<file path="src/rtl/sort_frame_serializer.sv">
// Captures one sorted frame from the insertion sorting array and streams it out word by word on valid/ready.
// Define SORT_FRAME_SERIALIZER_PREFETCH_EN to add a second frame buffer for back-to-back frames without bubbles.
module sort_frame_serializer #(
  parameter int SIZE  = 16,
  parameter int WIDTH = 32,
  parameter int IDXW  = $clog2(SIZE)
) (
  input  logic                  clk,
  input  logic                  rst,
  input  logic                  frame_valid,
  output logic                  frame_ready,
  input  logic [SIZE*WIDTH-1:0] frame_data,
  output logic                  m_valid,
  input  logic                  m_ready,
  output logic [WIDTH-1:0]      m_data,
  output logic [IDXW-1:0]       m_index,
  output logic                  m_last,
  output logic                  busy,
  output logic [15:0]           frames_done
);

  typedef enum logic {IDLE, STREAM} state_t;

  localparam logic [IDXW-1:0] LAST_IDX = IDXW'(SIZE - 1);

  state_t           state_reg, state_next;
  logic [WIDTH-1:0] act_reg [SIZE];
  logic [WIDTH-1:0] in_word [SIZE];
  logic [WIDTH-1:0] m_data_reg;
  logic [WIDTH-1:0] first_word;
  logic [IDXW-1:0]  idx_reg, idx_inc;
  logic             m_last_reg;
  logic [15:0]      frames_done_reg;
  logic             capture, hs, last_hs, load_new, start_frame;

  genvar gi;
  generate
    for (gi = 0; gi < SIZE; gi++) begin : g_split
      assign in_word[gi] = frame_data[gi*WIDTH +: WIDTH];
    end
  endgenerate

  assign capture = frame_valid & frame_ready;
  assign hs      = m_valid & m_ready;
  assign last_hs = hs & m_last_reg;
  assign idx_inc = idx_reg + IDXW'(1);

`ifdef SORT_FRAME_SERIALIZER_PREFETCH_EN
  logic [WIDTH-1:0] pend_reg [SIZE];
  logic             pending_reg, load_pend, load_from_pend;

  // A frame offered while the active one drains parks in the pending buffer,
  // unless it arrives on the last handshake, when it can go straight to active.
  assign load_new       = capture & ((state_reg == IDLE) | last_hs);
  assign load_pend      = capture & (state_reg == STREAM) & ~last_hs;
  assign load_from_pend = last_hs & pending_reg;
  assign start_frame    = load_new | load_from_pend;
  assign first_word     = load_from_pend ? pend_reg[0] : in_word[0];

  always_ff @(posedge clk or negedge rst) begin
    if (!rst) begin
      pending_reg <= 1'b0;
    end else if (load_pend) begin
      pending_reg <= 1'b1;
    end else if (load_from_pend) begin
      pending_reg <= 1'b0;
    end
  end

  always_ff @(posedge clk) begin
    for (int k = 0; k < SIZE; k++) begin
      if (load_from_pend) begin
        act_reg[k] <= pend_reg[k];
      end else if (load_new) begin
        act_reg[k] <= in_word[k];
      end
      if (load_pend) begin
        pend_reg[k] <= in_word[k];
      end
    end
  end
`else
  assign load_new    = capture;
  assign start_frame = capture;
  assign first_word  = in_word[0];

  always_ff @(posedge clk) begin
    for (int k = 0; k < SIZE; k++) begin
      if (load_new) begin
        act_reg[k] <= in_word[k];
      end
    end
  end
`endif

  always_ff @(posedge clk or negedge rst) begin
    if (!rst) begin
      state_reg <= IDLE;
    end else begin
      state_reg <= state_next;
    end
  end

  always_comb begin
    state_next = state_reg;
    case (state_reg)
      IDLE:   if (capture) state_next = STREAM;
      STREAM: if (last_hs && !start_frame) state_next = IDLE;
      default: state_next = IDLE;
    endcase
  end

  always_comb begin
    m_valid = (state_reg == STREAM);
`ifdef SORT_FRAME_SERIALIZER_PREFETCH_EN
    frame_ready = ~pending_reg;
    busy        = (state_reg == STREAM) | pending_reg;
`else
    frame_ready = (state_reg == IDLE);
    busy        = (state_reg == STREAM);
`endif
  end

  // Output word is registered so it holds steady across consumer stalls.
  always_ff @(posedge clk or negedge rst) begin
    if (!rst) begin
      m_data_reg      <= '0;
      idx_reg         <= '0;
      m_last_reg      <= 1'b0;
      frames_done_reg <= '0;
    end else begin
      if (start_frame) begin
        m_data_reg <= first_word;
        idx_reg    <= '0;
        m_last_reg <= (SIZE == 1);
      end else if (hs) begin
        if (m_last_reg) begin
          idx_reg    <= '0;
          m_last_reg <= 1'b0;
        end else begin
          idx_reg    <= idx_inc;
          m_data_reg <= act_reg[idx_inc];
          m_last_reg <= (idx_inc == LAST_IDX);
        end
      end
      if (last_hs) begin
        frames_done_reg <= frames_done_reg + 16'd1;
      end
    end
  end

  assign m_data      = m_data_reg;
  assign m_index     = idx_reg;
  assign m_last      = m_last_reg;
  assign frames_done = frames_done_reg;

endmodule

</file>
<file path="config.mk">
export PLATFORM = sky130hd
export DESIGN_NAME = sort_frame_serializer
export DESIGN_NICKNAME = d
export VERILOG_FILES = /design/src/rtl/sort_frame_serializer.sv
export SDC_FILE = /design/constraint.sdc
export NUM_CORES = 1
export LEC_CHECK = 0
export ABC_AREA = 1
export CAP_MARGIN = 5
export CORE_MARGIN = 3
export CORE_UTILIZATION = 40
export CTS_BUF_LIST = sky130_fd_sc_hd__clkbuf_16
export DETAILED_ROUTE_END_ITERATION = 12
export PLACE_DENSITY = 0.66
export SYNTH_ARGS = -nofsm -noshare
export SYNTH_HDL_FRONTEND = slang
export SYNTH_SLANG_ARGS = --single-unit
</file>
<file path="constraint.sdc">
create_clock -name clk -period 28.7 [get_ports clk]
set_input_delay 5.74 -clock clk [delete_from_list [all_inputs] [get_ports clk]]
set_output_delay 5.74 -clock clk [all_outputs]
set_load 0.005 [all_outputs]
</file>
Word level (Yosys, flattened, before mapping)
Memories as Yosys holds them, arrays and structs flattened.
Cells that the tools add are included.
Storage, ports and cells
  bits in read-only memories: 0
  flip-flop bits (word level): 54
  memories kept: 1
  bits in writable memories: 512
  bits in latches: 0
  bits of input ports: 516
  output and inout bits: 56
  word-level logic and storage cells: 31
Memories
  act_reg: words 16, bits a word 32, read ports 1, clocked after Yosys merged registers in 0, wr ports 16, line 27  | logic [WIDTH-1:0] act_reg [SIZE];
Cells by class
  $add $sub $neg: 2
  reductions and logical operators: 4
  magnitude comparators: 0
  mux-type cells: 13
  div/mod/pow operators: 0
  bitwise gates (word level): 4
  multipliers: 0
  shift operators: 0
  equal/unequal tests: 2
Operators by type and width (count)
  32-bit two-way mux: 3
  16-bit by 1-bit adder with 16-bit output, second input constant: 1
  4-bit two-way mux: 3
  1-bit two-way mux: 6
  4-bit by 1-bit adder with 4-bit output, second input constant: 1
  4-bit equality test, second input constant: 1
  1-bit bitwise AND: 3
  2-bit by 1-bit != test with 1-bit output, second input constant: 1
  1-bit one-hot mux with 2 select lines: 1
  2-bit AND reduction: 1
  2-bit nonzero test: 1
  1-bit logical AND: 1
  1-bit logical NOT: 1
  1-bit inverter: 1

Depth between registers and ports, before layout
  depth after elaboration: 6
  gate-level depth with buffers: 14

Worst setup path after synthesis
No wires, ideal clock.
  path kind: input port to flip-flop
  from: input frame_valid
  to: register m_data_reg[0], in the netlist m_data[0]
  cell stages on the path: 9
  slack: 10.825 ns
  library setup time: 0.066 ns
  path buffers: 1
  arrival time: 17.810 ns
  required time: 28.634 ns
  cells stage by stage: nand2_1 inv_1 nor2_1 inv_1 buf_2 o21ai_0 inv_1 nand2_1 nand2_1
On the way
  word-level cells in the longest chain between the ends: 3
  elaborated cells on any way between the ends: 5
  classes of those cells: eq/ne: 1; mux: 1; bitwise: 1; reduce/logical: 2
RTL lines
  from (decl): line 10  | input logic frame_valid,
  1-bit bitwise AND (*): line 43  | assign capture = frame_valid & frame_ready;
  via capture: line 34  | logic capture, hs, last_hs, load_new, start_frame;
  2-bit by 1-bit != test with 1-bit output (no line) / 2-bit nonzero test (equally long branches)
  2-bit AND reduction (no line)
  to (signal assigned): line 133  | m_data_reg <= first_word;
  to (signal assigned): line 142  | m_data_reg <= act_reg[idx_inc];
  to (decl): line 29  | logic [WIDTH-1:0] m_data_reg;
Mark *: on every way through the listed nets, which the timed path passes. The rest lies on a longest branch.
A chain may end at the register's enable or synchronous reset.

==> run metrics <==
Clock Skews approximately 22 ps; Synthesis Warnings 0; 1st-iter DRT viols 1547; fin. max-slew vios 0; P per Cell Area slightly below 90 nW/um^2; via count about 18000; Die ar. 63200 um^2; worst slew pin tran roughly 1200 ps; initial antenna violation count 20; final setup fails 0; required time of the critical path ~29000 ps; io pins 572; WL per Instance around 20 um; Worst R2R End m_data[30]; CTS max path bufs 3; share of layout cells above drive strength 1 under 10%; Worst Hold Endpoint m_data[1]; CTS tree built; All-Layer GR Usage 23.1%; CP Cell Sequence clkdlybuf4s50_1 -> nand2_2 -> buf_4 -> inv_8 -> buf_4 -> buf_4; GP Congestion 0.872; DRC 0; Clock Latency Late Sink between 600 and 700 ps; R2R setup slack 23840 ps; Max-Slew Margin vs Limit 17.5%; vias per inst a little under 5; Post-CTS Setup Bufs 0; RSZ-0062 raised after global routing false; Setup Crit Path Kind primary input to register; dpl hpwl around 51 mm; area of the multi-input gates between 5000 and 6000 um^2; Syn Nets between 2000 and 3000; Final #Nets about 3400; Fin. Hold Viols 0; cell count after synthesis around 2300; synthesized cell area between 20000 and 25000 um^2; Hold-fix buffers, CTS 0; Max VDD drop ~0.000075 V; CTS resizes 0; largest net degree at the start of global routing slightly below 200; fillers about 5100; vias in the first global route around 18000; CTS root buffer clkbuf_16; Leak 13.5 nW; Register Area 16700 um^2; fin crit period slightly above 9000 ps; # rows 89; Worst Path Arrival about 9300 ps; status completed; period utilization 31.6%; critical path's most frequent cell buf_4; die height ~250 um; r2r worst-path depth 10; Seq/Total Area, Yosys between 60% and 70%; H-tree depth 2; TritonCTS buffer count between 50 and 60; CP top delay family buffers and inverters; Worst path max stage delay between 900 and 1000 ps; GR Overflow Total 0; Area Growth Syn to Fin 34.5%; Max Cap Viol 0; CORE AREA about 59000 um^2; CP max FO 108; Max Clock Freq ~0.11 GHz; Die Width 251 um; hold crit path type register to register; Fin Setup TNS 0 ps; WP buf/inv 5; number of I/O port buffers approximately 570; worst hold stages 2; Reg-to-Reg Start m_index[0]; TritonRoute pass-1 iters 5; fin util a little over half; max reg flops 512; register clock-pin slew on the reported worst setup and hold paths about 60 ps; Clock Sinks 566; Final ANT Viol Nets 0; syn_area_per_cell just over 10 um^2; Worst setup EP type register; Yosys cell types 19; crit start category primary input; first-pass GRT wire length 110 mm; post-synthesis register bit count approximately 570; Total Wirelength ~74 mm; hold path start m_data[1]; Slowest-stage cell, CP buf_4; Initial Util 40.7%
==> cells in the mapped netlist <==
cell type	n	share of area, %
inv_2	3	0.047
buf_4	6	0.19
nand3_1	359	7.5
nor3_1	3	0.062
nor2_4	1	0.047
nor2_1	11	0.17
ha_1	3	0.16
nand4_1	4	0.10
clkbuf_1	32	0.50
buf_1	7	0.11
nand2_1	892	14
xnor2_1	8	0.29
edfxtp_1	512	64
xor2_2	1	0.068
buf_2	74	1.5
xor2_1	8	0.29
o21ai_0	38	0.79
inv_1	310	4.8
dfrtp_1	54	5.6
==> where the power goes <==
part,internal [mW],switching (mW)
registers,0.965,0.0464
logic,0.366,0.718
clock network,0.446,0.319
total,1.78,1.08
==> metal layers <==
| metal | routed length, um | track usage, % |
|---|---|---|
| met5 | 72 | 0 |
| met2 | 35300 | 37.6 |
| met4 | 2020 | 7.36 |
| met3 | 5780 | 4.62 |
| met1 | 31200 | 31.4 |
==> worst max path at each step <==
stage / from / to / depth (start not counted)
floorplan: frame_valid / m_data[0] / 9
global placement: frame_valid / act_reg[4][5] / 6
detailed placement: frame_valid / act_reg[4][5] / 6
CTS: frame_valid / act_reg[4][11] / 6
global route: frame_valid / act_reg[5][11] / 6
finish: frame_valid / act_reg[3][5] / 6
==> cell type report <==
class,count,share of cell area (%)
clock inverter,49,1.26
clock buffer,61,4.71
timing repair buffer,587,18.1
tap,773,2.99
sequential,566,51.7
multi-input combinational,1328,17.5
antenna,11,0.0850
inverter,313,3.68
==> tightest hold or removal path, delay by kind of cell (launching register included) <==
| family | cells | cell delay [ps] |
|---|---|---|
| DFF | 1 | 340 |
| and+or+nand+nor | 2 | 100 |
==> per-stage QoR <==
| step | hold slack [ps] | total power, mW | instances | instance area [um^2] | setup slack [ps] |
|---|---|---|---|---|---|
| finish | 478 | 2.86 | 3688 | 32400 | 19640 |
| global placement | 464 | 2.10 | 3567 | 30400 | 19170 |
| floorplan | 472 | 1.69 | 2326 | 24100 | 10820 |
| global route | 491 | 3.03 | 3685 | 32400 | 19440 |
| CTS | 480 | 2.89 | 3677 | 32400 | 19690 |
| detailed placement | 464 | 2.12 | 3567 | 30400 | 19050 |
==> cells in the final DEF (no fill, tap or decap), drive strengths merged <==
master | synthesis | layout
ha | 3 | 3
clkdlybuf4s50 | 0 | 570
nand2 | 892 | 892
clkbuf | 32 | 61
xnor2 | 8 | 8
o21ai | 38 | 38
inv | 313 | 326
xor2 | 9 | 9
dfrtp | 54 | 54
bufinv | 0 | 7
clkinv | 0 | 29
buf | 87 | 17
nand3 | 359 | 359
nor3 | 3 | 3
nor2 | 12 | 12
diode | 0 | 11
nand4 | 4 | 4
edfxtp | 512 | 512
==> logic make-up after synthesis <==
kind of cell / Yosys count / synth area share (%)
adder cells (fa/ha/maj): 3 / 0.156
XOR/XNOR: 17 / 0.649
AO/OA/AOI/OAI: 38 / 0.790
buffers and inverters: 432 / 7.21
AND/OR/NAND/NOR: 1270 / 21.7
flip-flops: 566 / 69.4
No activity file was read; power rests on OpenSTA's default activity.
